<file path="src/rtl/data_buf_rd_seq_if.sv">
// Buffer read port and downstream row stream of the data-buffer read sequencer.
// master = sequencer side, slave = buffer/consumer side.
interface data_buf_rd_seq_if #(
  parameter int unsigned ADDR_BW = 4,
  parameter int unsigned DATA_BW = 128
);
  logic               rd_en;
  logic [ADDR_BW-1:0] rd_addr;
  logic [DATA_BW-1:0] rd_data;
  logic               o_valid;
  logic               o_ready;
  logic [DATA_BW-1:0] o_data;

  modport master (
    output rd_en, rd_addr, o_valid, o_data,
    input  rd_data, o_ready
  );

  modport slave (
    input  rd_en, rd_addr, o_valid, o_data,
    output rd_data, o_ready
  );
endinterface

</file>
<file path="src/rtl/data_buf_rd_seq.sv">
// Read-side sequencer: walks a row range of the data buffer into a one-entry output register.
// Define DBUF_RD_WRAP_EN for circular addressing (rd_addr wraps ROW_CNT-1 -> 0).
module data_buf_rd_seq #(
  parameter int unsigned ADDR_BW = 4,
  parameter int unsigned ROW_CNT = 16,
  parameter int unsigned DATA_BW = 128
) (
  input  logic               clk,
  input  logic               rst_n,
  input  logic               start,
  input  logic [ADDR_BW-1:0] base_addr,
  input  logic [ADDR_BW:0]   num_rows,
  output logic               busy,
  output logic               done,
  output logic               err,
  data_buf_rd_seq_if.master  bus
);

  typedef enum logic [1:0] {
    S_IDLE  = 2'd0,
    S_RUN   = 2'd1,
    S_DRAIN = 2'd2
  } state_t;

  localparam logic [ADDR_BW+1:0] LP_ROWS = (ADDR_BW+2)'(ROW_CNT);
  localparam logic [ADDR_BW-1:0] LP_LAST = ADDR_BW'(ROW_CNT - 1);
  localparam logic [ADDR_BW:0]   LP_ONE  = (ADDR_BW+1)'(1);

  state_t             r_state, w_state_nxt;
  logic [ADDR_BW-1:0] r_addr,  w_addr_nxt;
  logic [ADDR_BW:0]   r_rem,   w_rem_nxt;
  logic               r_valid, w_valid_nxt;
  logic [DATA_BW-1:0] r_data,  w_data_nxt;
  logic               r_done,  w_done_nxt;
  logic               r_err,   w_err_nxt;

  logic               w_free;
  logic               w_rd_en;
  logic               w_hs;
  logic               w_num_ok;
  logic               w_base_ok;
  logic               w_cmd_ok;
  logic [ADDR_BW-1:0] w_addr_inc;

  assign w_free    = !r_valid || bus.o_ready;
  assign w_rd_en   = (r_state == S_RUN) && w_free;
  assign w_hs      = r_valid && bus.o_ready;
  assign w_num_ok  = ({1'b0, num_rows} <= LP_ROWS);
  assign w_base_ok = ({2'b00, base_addr} < LP_ROWS);

`ifdef DBUF_RD_WRAP_EN
  assign w_addr_inc = (r_addr == LP_LAST) ? '0 : r_addr + 1'b1;
  assign w_cmd_ok   = w_num_ok && w_base_ok;
`else
  logic [ADDR_BW+1:0] w_end;
  assign w_end      = {2'b00, base_addr} + {1'b0, num_rows};
  assign w_addr_inc = r_addr + 1'b1;
  assign w_cmd_ok   = w_num_ok && w_base_ok && (w_end <= LP_ROWS);
`endif

  always_comb begin
    w_state_nxt = r_state;
    w_addr_nxt  = r_addr;
    w_rem_nxt   = r_rem;
    w_valid_nxt = r_valid;
    w_data_nxt  = r_data;
    w_done_nxt  = 1'b0;
    w_err_nxt   = 1'b0;

    // A read refills the register in the same edge the current row leaves it.
    if (w_rd_en) begin
      w_valid_nxt = 1'b1;
      w_data_nxt  = bus.rd_data;
      w_addr_nxt  = w_addr_inc;
      w_rem_nxt   = r_rem - LP_ONE;
    end else if (w_hs) begin
      w_valid_nxt = 1'b0;
    end

    unique case (r_state)
      S_IDLE: begin
        if (start) begin
          if (!w_cmd_ok) begin
            w_err_nxt = 1'b1;
          end else if (num_rows == '0) begin
            w_done_nxt = 1'b1;
          end else begin
            w_addr_nxt  = base_addr;
            w_rem_nxt   = num_rows;
            w_state_nxt = S_RUN;
          end
        end
      end
      S_RUN: begin
        if (w_rd_en && (r_rem == LP_ONE)) w_state_nxt = S_DRAIN;
      end
      S_DRAIN: begin
        if (w_hs) begin
          w_done_nxt  = 1'b1;
          w_state_nxt = S_IDLE;
        end
      end
      default: w_state_nxt = S_IDLE;
    endcase
  end

  always_ff @(posedge clk or negedge rst_n) begin
    if (!rst_n) begin
      r_state <= S_IDLE;
      r_addr  <= '0;
      r_rem   <= '0;
      r_valid <= 1'b0;
      r_data  <= '0;
      r_done  <= 1'b0;
      r_err   <= 1'b0;
    end else begin
      r_state <= w_state_nxt;
      r_addr  <= w_addr_nxt;
      r_rem   <= w_rem_nxt;
      r_valid <= w_valid_nxt;
      r_data  <= w_data_nxt;
      r_done  <= w_done_nxt;
      r_err   <= w_err_nxt;
    end
  end

  assign busy        = (r_state != S_IDLE);
  assign done        = r_done;
  assign err         = r_err;
  assign bus.rd_en   = w_rd_en;
  assign bus.rd_addr = r_addr;
  assign bus.o_valid = r_valid;
  assign bus.o_data  = r_data;

endmodule

</file>
<file path="src/flat_wrapper.sv">
// flat-port wrapper written by rule: the top's interface ports become plain ports
module data_buf_rd_seq_flat 
#(
  parameter int unsigned ADDR_BW = 4,
  parameter int unsigned ROW_CNT = 16,
  parameter int unsigned DATA_BW = 128
)
  (clk, rst_n, start, base_addr, num_rows, busy, done, err, bus_rd_en, bus_rd_addr, bus_o_valid, bus_o_data, bus_rd_data, bus_o_ready);
  data_buf_rd_seq_if #(.ADDR_BW(ADDR_BW), .DATA_BW(DATA_BW)) bus_i ();
  input  logic clk;
  input  logic rst_n;
  input  logic start;
  input  logic [ADDR_BW-1:0] base_addr;
  input  logic [ADDR_BW:0] num_rows;
  output logic busy;
  output logic done;
  output logic err;
  output wire logic [$bits(bus_i.rd_en)-1:0] bus_rd_en;
  output wire logic [$bits(bus_i.rd_addr)-1:0] bus_rd_addr;
  output wire logic [$bits(bus_i.o_valid)-1:0] bus_o_valid;
  output wire logic [$bits(bus_i.o_data)-1:0] bus_o_data;
  input wire logic [$bits(bus_i.rd_data)-1:0] bus_rd_data;
  input wire logic [$bits(bus_i.o_ready)-1:0] bus_o_ready;
  assign bus_rd_en = bus_i.rd_en;
  assign bus_rd_addr = bus_i.rd_addr;
  assign bus_o_valid = bus_i.o_valid;
  assign bus_o_data = bus_i.o_data;
  assign bus_i.rd_data = bus_rd_data;
  assign bus_i.o_ready = bus_o_ready;
  data_buf_rd_seq #(.ADDR_BW(ADDR_BW), .ROW_CNT(ROW_CNT), .DATA_BW(DATA_BW)) u_core (.clk(clk), .rst_n(rst_n), .start(start), .base_addr(base_addr), .num_rows(num_rows), .busy(busy), .done(done), .err(err), .bus(bus_i));
endmodule
</file>
<file path="config.mk">
export PLATFORM = sky130hd
export DESIGN_NAME = data_buf_rd_seq_flat
export DESIGN_NICKNAME = d
export VERILOG_FILES = /design/src/rtl/data_buf_rd_seq_if.sv /design/src/rtl/data_buf_rd_seq.sv /design/src/flat_wrapper.sv
export SDC_FILE = /design/constraint.sdc
export NUM_CORES = 1
export LEC_CHECK = 0
export BUFFER_PORTS_ARGS = -buffer_cell sky130_fd_sc_hd__buf_2
export CAP_MARGIN = 25
export CORE_MARGIN = 2
export CORE_UTILIZATION = 45
export DETAILED_ROUTE_END_ITERATION = 8
export PLACE_DENSITY = 0.82
export SETUP_SLACK_MARGIN = 0.4
export SLEW_MARGIN = 0
export SYNTH_ARGS = -nofsm -noshare
export SYNTH_HDL_FRONTEND = slang
export SYNTH_SLANG_ARGS = --single-unit
</file>
<file path="constraint.sdc">
create_clock -name clk -period 2.21 [get_ports clk]
set_input_delay 0.442 -clock clk [delete_from_list [all_inputs] [get_ports clk]]
set_output_delay 0.442 -clock clk [all_outputs]
set_load 0.01 [all_outputs]
</file>
==> results of run 1 <==
==> per-layer routing <==
| layer | wire length, um | vias up | global-route usage (%) | part of all wire, % |
|---|---|---|---|---|
| li1 | - | 2561 | - | - |
| met1 | 6190 | 2391 | 25.8 | 40 |
| met2 | 7830 | 181 | 37.8 | 51 |
| met3 | 895 | 44 | 5.36 | 5.8 |
| met4 | 507 | 0 | 11.0 | 3.3 |
| met5 | 0 | - | 0 | 0 |
==> cell usage after synthesis, drive strengths merged <==
master	number	share of area, %
clkbuf	26	1.7
a211o	2	0.33
o211ai	1	0.13
dfrtp	142	62
nor2	7	0.46
inv	6	0.39
or2	2	0.26
o22ai	2	0.22
nand2b	2	0.22
o21ai	1	0.087
and3	1	0.20
nand4b	1	0.15
and2	1	0.11
a21oi	2	0.17
nor4	2	0.48
buf	3	0.22
a32o	5	0.87
xnor2	7	1.1
nand2	395	26
o32ai	1	0.15
nand4	1	0.11
nor3	2	0.17
fa	1	0.35
or4	1	0.20
a211oi	1	0.13
o2111a	1	0.20
o31ai	2	0.74
or3	1	0.11
nand3	2	0.17
mux2	4	1.0
a22o	1	0.17
a21o	1	0.13
ha	7	1.5
xor2	1	0.15
==> power groups by stage <==
stage	clock (uW)	sequential, uW	combinational, uW
CTS	3120	4540	5330
finish	3070	4540	5280
floorplan	0	5110	2440
global route	3240	4710	5930
detailed placement	0	4550	5240
global placement	0	4520	5060
==> final cells by class <==
type                    instances  area (um2)  area share (%)
flip-flops and latches        142        3550            42.9
multi-input cells             458        2150            25.9
repair buffers                305        1690            20.4
clock buffers                  23         498            6.01
well taps                     172         215            2.60
clock inverters                 9         155            1.87
inverters                       6        30.0           0.362
==> kinds of logic after synthesis <==
group / count (synthesis)
compound gates: 20
xor+xnor: 8
fa+ha+maj: 8
buf+inv: 35
mux: 4
flops: 142
simple gates: 418
==> worst min path at each step <==
stage | from | endpoint | slack (ps)
after floorplan | rst_n | u_core.bus.o_data[0] | 150
after global placement | rst_n | u_core.bus.o_data[67] | 360
after detailed placement | rst_n | u_core.bus.o_data[67] | 370
after CTS | bus_rd_data[68] | u_core.bus.o_data[68] | 200
after global routing | bus_rd_data[79] | u_core.bus.o_data[79] | 210
final | bus_rd_data[89] | u_core.bus.o_data[89] | 210
==> worst max-delay path, cell delays in order <==
cell and delay, ps:
buf_8 100, ha_4 160, fa_2 520, nor2_2 50, o211ai_1 170, o31ai_4 130
buf_4 150, or3_4 370, a32o_1 260
==> stage by stage <==
stage	total power (uW)	setup TNS, ps	setup WS, ps	area (um2)	instances
after floorplan	7550	-408	-85.8	5790	635
after global placement	9580	-2360	-239	7500	1073
after detailed placement	9790	-2690	-268	7500	1073
after CTS	13000	0	204	8250	1113
after global routing	13900	0	99.6	8290	1115
final	12900	0	148	8290	1115
==> state kept, by name, indices dropped and copies added, names as in the netlist <==
| register | count |
|---|---|
| u_core.bus.o_data | 128 |
| u_core.bus.o_valid | 1 |
| u_core.bus.rd_addr | 4 |
| u_core.done | 1 |
| u_core.err | 1 |
| u_core.r_rem | 5 |
| u_core.r_state | 2 |
==> cells in the final DEF, fill, tap and decap left out, types with 2 or more instances in the layout <==
master     instances
clkbuf_8           5
clkbuf_16         17
buf_2            273
o31ai_4            2
bufinv_16          4
ha_1               4
nor2_1             5
nor3_1             2
nand2_1          395
nor2_2             2
ha_4               3
buf_6              3
mux2_4             4
buf_4             22
clkinv_2           2
buf_12             5
inv_1              5
xnor2_1            6
clkinv_4           2
dfrtp_1          142
a32o_1             5
o22ai_1            2
==> timing repair <==
item | in CTS | in global routing
pin swaps | 3 | 2
hold endpoints to repair | 33 | 0
hold buffers | 1 | 0
buffers inserted | 7 | 2
resized for setup | 10 | 4
endpoints found under the setup margin | 12 | 16
==> summary.md, run 1 <==
| Metric | Value |
|---|---|
| Cell Rows | `41` |
| HPWL after DPL | `10900 um` |
| Initial antenna violation count | `0` |
| Die area | `0.0137 mm2` |
| CP Max Fanout | `6` |
| Final Net Count | `1079` |
| Worst r2r dst | `u_core.r_rem[4]` |
| CTS buffer count | `17` |
| Power Internal | `7990 uW` |
| RSZ-0062 raised after global routing | `yes` |
| Gr usage total | `22.0%` |
| R2R depth | `6` |
| Cells after synthesis | `635` |
| N_diodes | `0` |
| Detailed Route Iter0 Violations | `316` |
| Clock sink count | `142` |
| Setup Viol. Count Final | `0` |
| Max Freq | `485 MHz` |
| Cell Pwr Density | `1560 mW/mm2` |
| Outcome | `finished, final reports clean` |
| PortBufs | `277` |
| Leakage | `0.00479 uW` |
| Worst Tran Pin Value | `603 ps` |
| Global-route wire length before repair | `22900 um` |
| Critical Path End Type | `flop` |
| Max clock buf depth | `2` |
| Sequential element share of the synthesized area | `61.8%` |
| Number of global-route vias before repair | `4826` |
| Final core occ | `65.9%` |
| Die Ht | `117 um` |
| Worst slew margin | `59.8%` |
| Routed WL | `15400 um` |
| Post-DRT Antenna Nets | `0` |
| Vias per cell | `4.64` |
| Final Skew | `7.02 ps` |
| CTS tree | `built` |
| Chip width | `117 um` |
| RePlAce Congestion | `0.775` |
| Synth Area in Compound Gates | `3.33%` |
| Slew Limit Fails | `0` |
| Max rail drop VDD | `789 uV` |
| Yosys warning total | `0` |
| DRC violations left | `0` |
| CP arrival | `2350 ps` |
| Simple-Gate Fraction of Synth Area | `28.4%` |
| WHS Path Cells | `3` |
| Via Count | `5177` |
| Remaining global-route overflow | `0` |
| Final Cycle Share | `93.3%` |
| IO Count | `278` |
| Largest net degree at the start of global routing | `67` |
| Max-Cap Viols | `0` |
| Min cycle time layout | `2060 ps` |
| Multiplexer share of the synthesized area | `1.04%` |
| Drt pass-1 iters | `5` |
| Synth Cell Area | `0.00575 mm2` |
| Flops & latches, synth | `142` |
| FILL cells | `1004` |
| Sw power | `4900 uW` |
| Skew-Pair Late Insertion Delay | `410 ps` |
| Largest family of logic cells by synthesized area | `simple AND/OR/NAND/NOR gates` |
| Synth unique cells | `39` |
| H-tree levels | `4` |
| WS Path Type | `primary input to flop` |
| Synthesized area per cell | `9.05 um2` |
| Switching share of power | `38.0%` |
| Syn Nets | `784` |
| Area Growth Syn to Fin | `44.2%` |
| Hold Crit Class | `primary input to flop` |
| CTS Root Cell | `clkbuf_16` |
| CTS clk-pin slew, worst paths | `60 ps` |
| Post-synthesis xor/xnor area fraction | `1.22%` |
| Crit path required time | `2500 ps` |
| Clock power share | `23.8%` |
| Core footprint | `0.0126 mm2` |
| Worst r2r src | `u_core.r_state[0]` |
| Final hold vios | `0` |
| Routed WL per cell | `13.8 um` |
| Initial core utilization | `45.7%` |
| Sequential power share | `35.2%` |
| Hold_ws | `214 ps` |
| Crit start category | `primary input` |
| Share of cells above drive strength 1 | `38.2%` |
| Combinational power share | `41.0%` |
| Crit path from | `base_addr[0]` |
| Post-Synth Adder-Cell Area | `1.87%` |
| R2R Setup Slk | `500 ps` |
| Setup crit end | `u_core.r_rem[2]` |
No activity file was read; power rests on OpenSTA's default activity.
==> run 2: changes to the inputs <==
--- a/config.mk
+++ b/config.mk
@@ -10,6 +10,7 @@
 export CORE_MARGIN = 2
 export CORE_UTILIZATION = 45
 export DETAILED_ROUTE_END_ITERATION = 8
+export GPL_TIMING_DRIVEN = 0
 export PLACE_DENSITY = 0.82
 export SETUP_SLACK_MARGIN = 0.4
 export SLEW_MARGIN = 0
==> summary.md, run 2 (synthesized netlist as in run 1, its figures left out) <==
| Metric | Value |
|---|---|
| N_diodes | `0 (unchanged)` |
| Final Net Count | `1106 (was 1079)` |
| Hold Crit Class | `primary input to async pin (was primary input to flop)` |
| Max-Cap Viols | `0 (unchanged)` |
| Max rail drop VDD | `839 uV (was 789 uV)` |
| HPWL after DPL | `11500 um (was 10900 um)` |
| Routed WL | `16000 um (was 15400 um)` |
| Placed cells | `1085 (was 1073)` |
| Cell Rows | `41 (unchanged)` |
| Final hold vios | `1 (was 0)` |
| RSZ-0062 raised after global routing | `yes (unchanged)` |
| Hold buffers post-CTS | `0 (was 1)` |
| PortBufs | `277 (unchanged)` |
| DRC violations left | `0 (unchanged)` |
| Number of global-route vias before repair | `4974 (was 4826)` |
| CP Buf/Inv Count | `3 (was 2)` |
| Remaining global-route overflow | `0 (unchanged)` |
| Most frequent cells in the layout | `395 x nand2_1, 273 x buf_2, 142 x dfrtp_1 (unchanged)` |
| Area Growth Syn to Fin | `45.4% (was 44.2%)` |
| R2R depth | `7 (was 6)` |
| Initial core utilization | `45.7% (unchanged)` |
| Die Ht | `117 um (unchanged)` |
| CP Max Fanout | `6 (unchanged)` |
| Worst slew margin | `57.4% (was 59.8%)` |
| Vias per cell | `4.71 (was 4.64)` |
| Crit. path cell count | `9 (unchanged)` |
| Die area | `0.0137 mm2 (unchanged)` |
| Final Skew | `16.9 ps (was 7.02 ps)` |
| RePlAce Congestion | `0.789 (was 0.775)` |
| Total power | `13100 uW (was 12900 uW)` |
| Crit start category | `primary input (unchanged)` |
| Worst slack at placement | `-379 ps (was -268 ps)` |
| CTS Root Cell | `clkbuf_16 (unchanged)` |
| WS Path Type | `primary input to flop (unchanged)` |
| CTS buffer count | `17 (unchanged)` |
| Largest net degree at the start of global routing | `75 (was 67)` |
| Initial antenna violation count | `0 (unchanged)` |
| Setup Viol. Count Final | `0 (unchanged)` |
| Crit-path cells | `buf_8, ha_4, fa_2, nor2_4, buf_4, o2111a_2, or3_1, buf_6, a32o_1 (was buf_8, ha_4, fa_2, nor2_2, o211ai_1, o31ai_4, buf_4, or3_4, a32o_1)` |
| Worst r2r src | `u_core.r_state[0] (unchanged)` |
| Crit path required time | `2510 ps (was 2500 ps)` |
| Final Cycle Share | `93.4% (was 93.3%)` |
| Cell Pwr Density | `1560 mW/mm2 (about the same)` |
| Chip width | `117 um (unchanged)` |
| Slew Limit Fails | `0 (unchanged)` |
| H-tree levels | `4 (unchanged)` |
| Detailed Route Iter0 Violations | `344 (was 316)` |
| Global-route wire length before repair | `23800 um (was 22900 um)` |
| Final WS setup | `146 ps (was 148 ps)` |
| Max clock buf depth | `2 (unchanged)` |
| Hold_ws | `-6.34 ps (was 214 ps)` |
| Kind of cell adding the most delay to the critical path | `adder cells (unchanged)` |
| Clock sink count | `142 (unchanged)` |
| Gr usage total | `22.8% (was 22.0%)` |
| Share of cells above drive strength 1 | `38.8% (was 38.2%)` |
| Final core occ | `66.5% (was 65.9%)` |
| Via Count | `5375 (was 5177)` |
| Cell with the largest stage delay on the worst path | `fa_2 (unchanged)` |
| Post-DRT Antenna Nets | `0 (unchanged)` |
| IO Count | `278 (unchanged)` |
| Worst r2r dst | `u_core.r_rem[3] (was u_core.r_rem[4])` |
| Outcome | `finished with violations (was finished, final reports clean)` |
| CP arrival | `2360 ps (was 2350 ps)` |
| Min cycle time layout | `2060 ps (about the same)` |
| Failing checks | `negative hold slack` |
| Skew-Pair Late Insertion Delay | `420 ps (was 410 ps)` |
| Leakage | `0.00485 uW (was 0.00479 uW)` |
| Final cell count without fillers | `1142 (was 1115)` |
| Max stage delay on crit path | `560 ps (was 520 ps)` |
| R2R Setup Slk | `370 ps (was 500 ps)` |
| Max FFs per register | `128 (unchanged)` |
| Core footprint | `0.0126 mm2 (unchanged)` |
| CTS clk-pin slew, worst paths | `60 ps (about the same)` |
| Max Freq | `485 MHz (about the same)` |
| Worst Tran Pin Value | `639 ps (was 603 ps)` |
| Routed WL per cell | `14.0 um (was 13.8 um)` |
| Drt pass-1 iters | `6 (was 5)` |
| Most common cell after layout, fill and taps aside | `nand2_1 (unchanged)` |
| Critical Path End Type | `flop (unchanged)` |
| CTS tree | `built (unchanged)` |
## run 2: worst max-delay path by stage
stage / startpoint / end / slack, ps
after global routing: base_addr[0] / u_core.r_rem[2] / 90
after CTS: num_rows[0] / u_core.r_rem[1] / 170
after global placement: rst_n / u_core.bus.o_data[110] / -1250
after floorplan: base_addr[0] / u_core.bus.rd_addr[0] / -90
after detailed placement: num_rows[0] / u_core.bus.rd_addr[3] / -380
final: num_rows[0] / u_core.r_rem[3] / 150
## run 2: power by group
part	switching, uW	internal (uW)
Sequential	689	3880
Combinational	3310	2260
Clock	1050	1900
## run 2: repair_timing
item	4_1_cts	5_1_grt
endpoints found under the setup margin	132	82
gates resized for setup	31	24
setup buffers	8	17
cloned	0	0
pin swaps	14	8
## run 2: per-layer routing
layer  vias to the layer above  wire, um  GRT usage (%)
met5                         -         0              0
met4                         0       346           10.0
met3                        30      1020           6.08
met2                       200      8160           38.5
met1                      2527      6490           27.6
li1                       2618         -              -
## run 2: stage by stage
| stage | cell area [um2] | TNS (ps) |
|---|---|---|
| 3_3_place_gp | 7390 | -210940 |
| 2_1_floorplan | 5790 | -408 |
| 5_1_grt | 8360 | 0 |
| 4_1_cts | 8190 | 0 |
| 6_report | 8360 | 0 |
| 3_5_place_dp | 7430 | -31250 |
## run 2: area by class of cell
class                           count  area (um2)
Buffer                             29         150
Clock buffer                       24         492
Clock inverter                      8         130
Fill cell                         997        4210
Inverter                            6        27.5
Multi-Input combinational cell    458        2150
Sequential cell                   142        3550
Tap cell                          172         215
Timing Repair Buffer              303        1650
